[src/rtl/nmea_pkg.sv]
// rtl/nmea_pkg.sv - shared types and constants for the NMEA replay controller
// Purpose: FSM state encoding, ASCII framing constants, the "GPRMC," header
//          bytes and a saturating 8-bit increment helper.
// Ports:   none (package)
package nmea_pkg;

  typedef enum logic [2:0] {
    ST_HUNT,
    ST_COLLECT,
    ST_CK_HI,
    ST_CK_LO,
    ST_CHECK,
    ST_REPLAY,
    ST_WAIT_DONE,
    ST_ABORT
  } state_t;

  localparam logic [7:0] DOLLAR = 8'h24;
  localparam logic [7:0] STAR   = 8'h2A;
  localparam logic [7:0] COMMA  = 8'h2C;

  // "GPRMC," sentence header, first six payload bytes
  localparam logic [7:0] HDR_G = 8'h47;
  localparam logic [7:0] HDR_P = 8'h50;
  localparam logic [7:0] HDR_R = 8'h52;
  localparam logic [7:0] HDR_M = 8'h4D;
  localparam logic [7:0] HDR_C = 8'h43;

  function automatic logic [7:0] sat_inc(input logic [7:0] v);
    return (v == 8'hFF) ? v : v + 8'd1;
  endfunction

endpackage

[src/rtl/nmea_hex2nib.sv]
// rtl/nmea_hex2nib.sv - ASCII hex digit to nibble decoder
// Purpose: maps '0'-'9', 'A'-'F', 'a'-'f' to a 4-bit value; flags anything else.
// Ports:   i_char   in  8  ASCII byte
//          o_nib    out 4  decoded value (0 when not hex)
//          o_is_hex out 1  i_char is a hex digit
module nmea_hex2nib (
  input  logic [7:0] i_char,
  output logic [3:0] o_nib,
  output logic       o_is_hex
);

  always_comb begin
    o_nib    = 4'd0;
    o_is_hex = 1'b0;
    if (i_char >= 8'h30 && i_char <= 8'h39) begin
      o_nib    = i_char[3:0];
      o_is_hex = 1'b1;
    end else if ((i_char >= 8'h41 && i_char <= 8'h46) ||
                 (i_char >= 8'h61 && i_char <= 8'h66)) begin
      // Low nibble of 'A'/'a' is 1, so +9 lands on 10
      o_nib    = i_char[3:0] + 4'd9;
      o_is_hex = 1'b1;
    end
  end

endmodule

[src/rtl/nmea_replay_ctrl.sv]
// rtl/nmea_replay_ctrl.sv - NMEA sentence capture, checksum and paced replay
// Purpose: captures one sentence from the UART, verifies its XOR checksum and
//          replays checksum-valid GPRMC sentences to the time parser with GAP
//          idle cycles between bytes; supervises parser completion.
// Ports:   clk, rst (async, active-low)
//          rx_data/rx_valid     in   received UART byte strobe
//          p_char/p_valid       out  paced byte stream to the parser
//          p_done               in   parser completion
//          p_rst_n              out  one-cycle parser reset on timeout
//          busy                 out  controller not in HUNT
//          ok_cnt/err_cnt       out  saturating sentence counters
//          fix_lost             out  no p_done for FIX_LOSS_CYC cycles
module nmea_replay_ctrl
  import nmea_pkg::*;
#(
  parameter int BUF_DEPTH    = 128,
  parameter int GAP          = 2,
  parameter int TIMEOUT_CYC  = 1024,
  parameter int FIX_LOSS_CYC = 100000000
) (
  input  logic       clk,
  input  logic       rst,
  input  logic [7:0] rx_data,
  input  logic       rx_valid,
  output logic [7:0] p_char,
  output logic       p_valid,
  input  logic       p_done,
  output logic       p_rst_n,
  output logic       busy,
  output logic [7:0] ok_cnt,
  output logic [7:0] err_cnt,
  output logic       fix_lost
);

  localparam int IW = $clog2(BUF_DEPTH);
  localparam int GW = $clog2(GAP + 1);
  localparam int TW = $clog2(TIMEOUT_CYC);
  localparam int FW = $clog2(FIX_LOSS_CYC + 1);

  state_t        r_state;
  logic [7:0]    r_buf [BUF_DEPTH];
  logic [IW:0]   r_idx;
  logic [IW:0]   r_rp;
  logic [7:0]    r_xor;
  logic [7:0]    r_ck;
  logic [GW-1:0] r_gap;
  logic [TW-1:0] r_tmo;
  logic [FW-1:0] r_fl_cnt;
  logic [7:0]    r_p_char;
  logic          r_p_valid;
  logic          r_p_rst_n;
  logic [7:0]    r_ok_cnt;
  logic [7:0]    r_err_cnt;
  logic          r_fix_lost;

  logic [3:0]    w_nib;
  logic          w_is_hex;
  logic          w_buf_we;
  logic          w_hdr_ok;
  logic [IW:0]   w_rp_m1;
  logic [7:0]    w_rd_byte;

  nmea_hex2nib u_hex2nib (
    .i_char   (rx_data),
    .o_nib    (w_nib),
    .o_is_hex (w_is_hex)
  );

  // Payload store; a byte arriving at a full buffer is the overflow case
  assign w_buf_we = (r_state == ST_COLLECT) && rx_valid && (rx_data != STAR) &&
                    (rx_data != DOLLAR) && (r_idx != (IW+1)'(BUF_DEPTH));

  always_ff @(posedge clk) begin
    if (w_buf_we) r_buf[r_idx[IW-1:0]] <= rx_data;
  end

  // Length guard keeps stale buffer contents from matching a short sentence
  assign w_hdr_ok = (r_idx >= (IW+1)'(6)) &&
                    (r_buf[0] == HDR_G) && (r_buf[1] == HDR_P) &&
                    (r_buf[2] == HDR_R) && (r_buf[3] == HDR_M) &&
                    (r_buf[4] == HDR_C) && (r_buf[5] == COMMA);

  // Replay position 0 is the synthesised '$'; position k is r_buf[k-1]
  assign w_rp_m1   = r_rp - 1'b1;
  assign w_rd_byte = r_buf[w_rp_m1[IW-1:0]];

  always_ff @(posedge clk or negedge rst) begin
    if (!rst) begin
      r_state    <= ST_HUNT;
      r_idx      <= '0;
      r_rp       <= '0;
      r_xor      <= '0;
      r_ck       <= '0;
      r_gap      <= '0;
      r_tmo      <= '0;
      r_fl_cnt   <= '0;
      r_p_char   <= '0;
      r_p_valid  <= 1'b0;
      r_p_rst_n  <= 1'b1;
      r_ok_cnt   <= '0;
      r_err_cnt  <= '0;
      r_fix_lost <= 1'b0;
    end else begin
      r_p_valid <= 1'b0;
      r_p_rst_n <= 1'b1;

      // Fix-loss supervision runs in every state, counter saturates
      if (p_done) begin
        r_fl_cnt   <= '0;
        r_fix_lost <= 1'b0;
      end else if (r_fl_cnt != FW'(FIX_LOSS_CYC)) begin
        r_fl_cnt <= r_fl_cnt + 1'b1;
        if (r_fl_cnt == FW'(FIX_LOSS_CYC - 1)) r_fix_lost <= 1'b1;
      end

      case (r_state)
        ST_HUNT: begin
          if (rx_valid && rx_data == DOLLAR) begin
            r_idx   <= '0;
            r_xor   <= '0;
            r_state <= ST_COLLECT;
          end
        end
        ST_COLLECT: begin
          if (rx_valid) begin
            if (rx_data == STAR) begin
              r_state <= ST_CK_HI;
            end else if (rx_data == DOLLAR) begin
              r_idx <= '0;
              r_xor <= '0;
            end else if (r_idx == (IW+1)'(BUF_DEPTH)) begin
              r_err_cnt <= sat_inc(r_err_cnt);
              r_state   <= ST_HUNT;
            end else begin
              r_xor <= r_xor ^ rx_data;
              r_idx <= r_idx + 1'b1;
            end
          end
        end
        ST_CK_HI: begin
          if (rx_valid) begin
            if (w_is_hex) begin
              r_ck[7:4] <= w_nib;
              r_state   <= ST_CK_LO;
            end else begin
              r_err_cnt <= sat_inc(r_err_cnt);
              r_state   <= ST_HUNT;
            end
          end
        end
        ST_CK_LO: begin
          if (rx_valid) begin
            if (w_is_hex) begin
              r_ck[3:0] <= w_nib;
              r_state   <= ST_CHECK;
            end else begin
              r_err_cnt <= sat_inc(r_err_cnt);
              r_state   <= ST_HUNT;
            end
          end
        end
        ST_CHECK: begin
          if (r_ck != r_xor) begin
            r_err_cnt <= sat_inc(r_err_cnt);
            r_state   <= ST_HUNT;
          end else if (w_hdr_ok) begin
            r_rp    <= '0;
            r_gap   <= '0;
            r_state <= ST_REPLAY;
          end else begin
            r_state <= ST_HUNT;
          end
        end
        ST_REPLAY: begin
          // r_gap counts the idle cycles still owed after the last emitted byte
          if (r_gap != '0) begin
            r_gap <= r_gap - 1'b1;
          end else if (r_rp == r_idx + 1'b1) begin
            r_tmo   <= '0;
            r_state <= ST_WAIT_DONE;
          end else begin
            r_p_valid <= 1'b1;
            r_p_char  <= (r_rp == '0) ? DOLLAR : w_rd_byte;
            r_rp      <= r_rp + 1'b1;
            r_gap     <= GW'(GAP);
          end
        end
        ST_WAIT_DONE: begin
          if (p_done) begin
            r_ok_cnt <= sat_inc(r_ok_cnt);
            r_state  <= ST_HUNT;
          end else if (r_tmo == TW'(TIMEOUT_CYC - 1)) begin
            // Registered so the parser reset is low for exactly the ABORT cycle
            r_p_rst_n <= 1'b0;
            r_err_cnt <= sat_inc(r_err_cnt);
            r_state   <= ST_ABORT;
          end else begin
            r_tmo <= r_tmo + 1'b1;
          end
        end
        ST_ABORT: r_state <= ST_HUNT;
        default:  r_state <= ST_HUNT;
      endcase
    end
  end

  assign p_char   = r_p_char;
  assign p_valid  = r_p_valid;
  assign p_rst_n  = r_p_rst_n;
  assign busy     = (r_state != ST_HUNT);
  assign ok_cnt   = r_ok_cnt;
  assign err_cnt  = r_err_cnt;
  assign fix_lost = r_fix_lost;

endmodule

[config.mk]
export PLATFORM = sky130hd
export DESIGN_NAME = nmea_replay_ctrl
export DESIGN_NICKNAME = d
export VERILOG_FILES = /design/src/rtl/nmea_pkg.sv /design/src/rtl/nmea_hex2nib.sv /design/src/rtl/nmea_replay_ctrl.sv
export SDC_FILE = /design/constraint.sdc
export NUM_CORES = 1
export LEC_CHECK = 0
export ABC_AREA = 1
export CAP_MARGIN = 40
export CORE_MARGIN = 5
export CORE_UTILIZATION = 35
export CTS_BUF_LIST = sky130_fd_sc_hd__clkbuf_4 sky130_fd_sc_hd__clkbuf_8 sky130_fd_sc_hd__clkbuf_16
export DETAILED_ROUTE_END_ITERATION = 7
export MAX_ROUTING_LAYER = met4
export PLACE_DENSITY = 0.57
export RECOVER_POWER = 50
export SETUP_SLACK_MARGIN = 0.4
export SKIP_LAST_GASP = 1
export SYNTH_ARGS = -nofsm -noshare
export SYNTH_HDL_FRONTEND = slang
export SYNTH_HIERARCHICAL = 1
export SYNTH_SLANG_ARGS = --single-unit
[constraint.sdc]
create_clock -name clk -period 4.8 [get_ports clk]
set_input_delay 0.72 -clock clk [delete_from_list [all_inputs] [get_ports clk]]
set_output_delay 0.72 -clock clk [all_outputs]
set_load 0.1 [all_outputs]
==> results of run 1 <==
per-layer routing:
metal | vias up | routed length, um | track usage
met5 | - | 0 | -
met4 | 0 | 3460 | 0.0438
met3 | 220 | 9720 | 0.0307
met2 | 1258 | 60900 | 0.284
met1 | 15900 | 57600 | 0.251
li1 | 15300 | - | -
critical path, cell delays in order:
cell and delay [ps]:
buf_6 400, clkbuf_1 370, clkdlybuf4s25_1 2580
path summary, 6_finish.rpt:
| path | start | endpoint | slack (ps) | cells after the start |
|---|---|---|---|---|
| worst min register to register | r_gap[0]$_DFFE_PN0P_ | r_gap[0]$_DFFE_PN0P_ | 500 | 2 |
| max in group asynchronous | rst | r_rp[0]$_DFFE_PN0P_ | 1700 | 3 |
| worst min-delay path | rx_data[3] | r_buf[0][3]$_DFFE_PP_ | 430 | 1 |
| worst max-delay path | rx_data[2] | r_buf[39][2]$_DFFE_PP_ | 650 | 3 |
| min in group asynchronous | rst | r_fl_cnt[20]$_DFFE_PN0P_ | 790 | 2 |
| worst max register to register | r_rp[0]$_DFFE_PN0P_ | p_char[2]$_DFFE_PN0P_ | 1240 | 15 |
cell type report:
type                            instances  area [um2]  area share
Sequential cell                      1125       33300       0.608
Clock buffer                          145        3130      0.0572
Tap cell                             1794        2240      0.0410
Timing Repair Buffer                  161        1710      0.0313
Inverter                              202         790      0.0144
Clock inverter                         67         608      0.0111
Multi-Input combinational cell       2821       13000       0.237
sequential cells by signal (all words and copies together) (netlist names):
| name | flops |
|---|---|
| err_cnt | 8 |
| fix_lost | 1 |
| ok_cnt | 8 |
| p_char | 8 |
| p_rst_n | 1 |
| p_valid | 1 |
| r_buf | 1024 |
| r_ck | 8 |
| r_fl_cnt | 27 |
| r_gap | 2 |
| r_idx | 8 |
| r_rp | 8 |
| r_state | 3 |
| r_tmo | 10 |
| r_xor | 8 |
kinds of logic after synthesis:
| group | count (synthesis) | share of synthesized area |
|---|---|---|
| simple gates | 2511 | 0.228 |
| flops | 1125 | 0.691 |
| compound gates | 257 | 0.0299 |
| mux | 1 | 0.000234 |
| buf+inv | 440 | 0.0395 |
| xor+xnor | 37 | 0.00720 |
| fa+ha+maj | 15 | 0.00390 |
metrics by stage:
stage	setup WS (ps)	instance area (um2)	utilization
after CTS	1280	54900	0.400
after global placement	925	50500	0.368
after detailed placement	872	51100	0.373
after global routing	519	54800	0.399
final	651	54800	0.399
after floorplan	2190	48100	-
power by group through the flow:
stage	combinational, uW	sequential (uW)	clock (uW)
6_report	1670	11000	8850
5_1_grt	1780	11000	9410
4_1_cts	1680	11000	8970
3_5_place_dp	1670	11200	0
3_3_place_gp	1510	11200	0
2_1_floorplan	737	11300	0
cells in the mapped netlist (4+ instances only):
cell	n	area (um2)
inv_2	13	48.8
nand4_1	28	175
o21ai_1	17	85.1
nand3_2	10	100
or2_2	8	50.1
buf_2	142	711
buf_4	8	60.1
inv_1	185	694
nor3_2	4	40.0
nand2_1	1129	4240
o21ai_2	6	52.6
dfrtp_1	100	2500
xnor2_1	10	87.6
nand3_1	884	4420
o21ai_0	136	681
nand2_4	5	56.3
nor2_1	373	1400
nand2_2	10	62.6
o211ai_1	39	293
nor2_4	5	56.3
nor2_2	4	25.0
nor4_1	4	25.0
edfxtp_1	1024	30700
ha_1	15	188
clkbuf_1	73	274
buf_1	11	41.3
a21oi_1	47	235
buf_6	4	45.0
nor3_1	31	155
xor2_1	24	210
==> impl_metrics.yaml, run 1 <==
outcome:
  outcome: "complete, but fails checks"
  violations: "capacitance limit, slew limit"
sta:
  slew_headroom: -1.25
  finalCritPeriodShare: 0.864
  hold_ws_ps: 434
  tightest_slew_ps: 3380
  slew_violations: 538
  min_period_ps: 4150
  max_freq_mhz: 241
  setup_tns_ps: 0
  hold_viol_final: 0
  fin_worst_skew_ps: 33.5
  setup_violations: 0
  rsz0062_at_grt: "false"
die:
  ios: 40
  die_w_um: 381
  row_count: 136
  initial_core_util: 0.351
  die_area_mm2: 0.145
  core_mm2: 0.137
  die_height_um: 381
power_and_ir_drop:
  intPower_uw: 16400
  p_per_area_mw_per_mm2: 392
  power_uw: 21500
  switchingPower_uw: 5140
  switching_share: 0.239
  p_seq_frac: 0.511
  comb_power_share: 0.078
  clkPwrFrac: 0.412
  power_leakage_uw: 0.0197
  peakVddDrop_v: 0.000579
routing:
  drt_iter0_markers: 3578
  avgRoutedWirePerCell_um: 20.9
  via_count: 32800
  viasPerCell: 5.19
  wirelength_um: 132000
  drc_errors: 0
  ant_nets: 0
  first_pass_iters: 6
synth:
  ys_async_sr_fraction: 0.0898
  ys_seq_elements: 1125
  yosysUniqueCellTypes: 54
  syn_inst: 4386
  netlist_area_mm2: 0.0481
  synth_edf_count: 1024
  synth_seq_area_share: 0.691
  yosys_warnings: 6
  ys.flop_type: "edfxtp_1"
  syn_area_per_cell_um2: 11.0
  synthesis.nets: 4413
cells_and_area:
  mostFrequentLayoutCells: "nand2_1 (1128), edfxtp_1 (1024), nand3_1 (885)"
  layout_commonest_cell: "nand2_1"
  antenna_cells: 0
  fillers: 13100
  stdcell_count: 6315
  drive_above_1_share: 0.0854
  final_nets: 4452
  area_growth_pct: 13.8
global_routing:
  grt_usage: 0.182
  grt_pass1_wl_um: 198000
  grt_max_degree: 230
  overflow: 0
  antenna_found_initial: 2
  grt_pass1_vias: 31200
cts:
  cts_setup_buffers: 0
  cts_made_buffers: 114
  clock_latency_ps: 710
  cts_tree: "built"
  htreeDepth: 3
  cts_sinks: 1125
  cts_buffer_depth: 3
  path_clk_slew_ps: 70
  cts_resized: 0
  ctsRootBufferMaster: "clkbuf_16"
  postCtsHoldBufs: 1
setup_path:
  endpoint_kind: "register"
  cp_max_fo: 67
  required_ps: 4820
  start_kind: "primary input"
  cp.arrival_ps: 4170
  crit_type: "in2reg"
min_path:
  min_path_type: "in2reg"
placement:
  portBuffers: 39
  dpl.cell_count: 6102
  dp_hpwl_um: 78500
  gp_congestion: 0.887
job:
  cap_violations: 9
Note: power is estimated with default switching activity, not from simulation.
==> inputs of run 2 (changes only) <==
--- a/config.mk
+++ b/config.mk
@@ -15,7 +15,6 @@
 export PLACE_DENSITY = 0.57
 export RECOVER_POWER = 50
 export SETUP_SLACK_MARGIN = 0.4
-export SKIP_LAST_GASP = 1
 export SYNTH_ARGS = -nofsm -noshare
 export SYNTH_HDL_FRONTEND = slang
 export SYNTH_HIERARCHICAL = 1
==> results of run 2 <==
No change in the layout: final DEF, timing and power equal those of run 1.
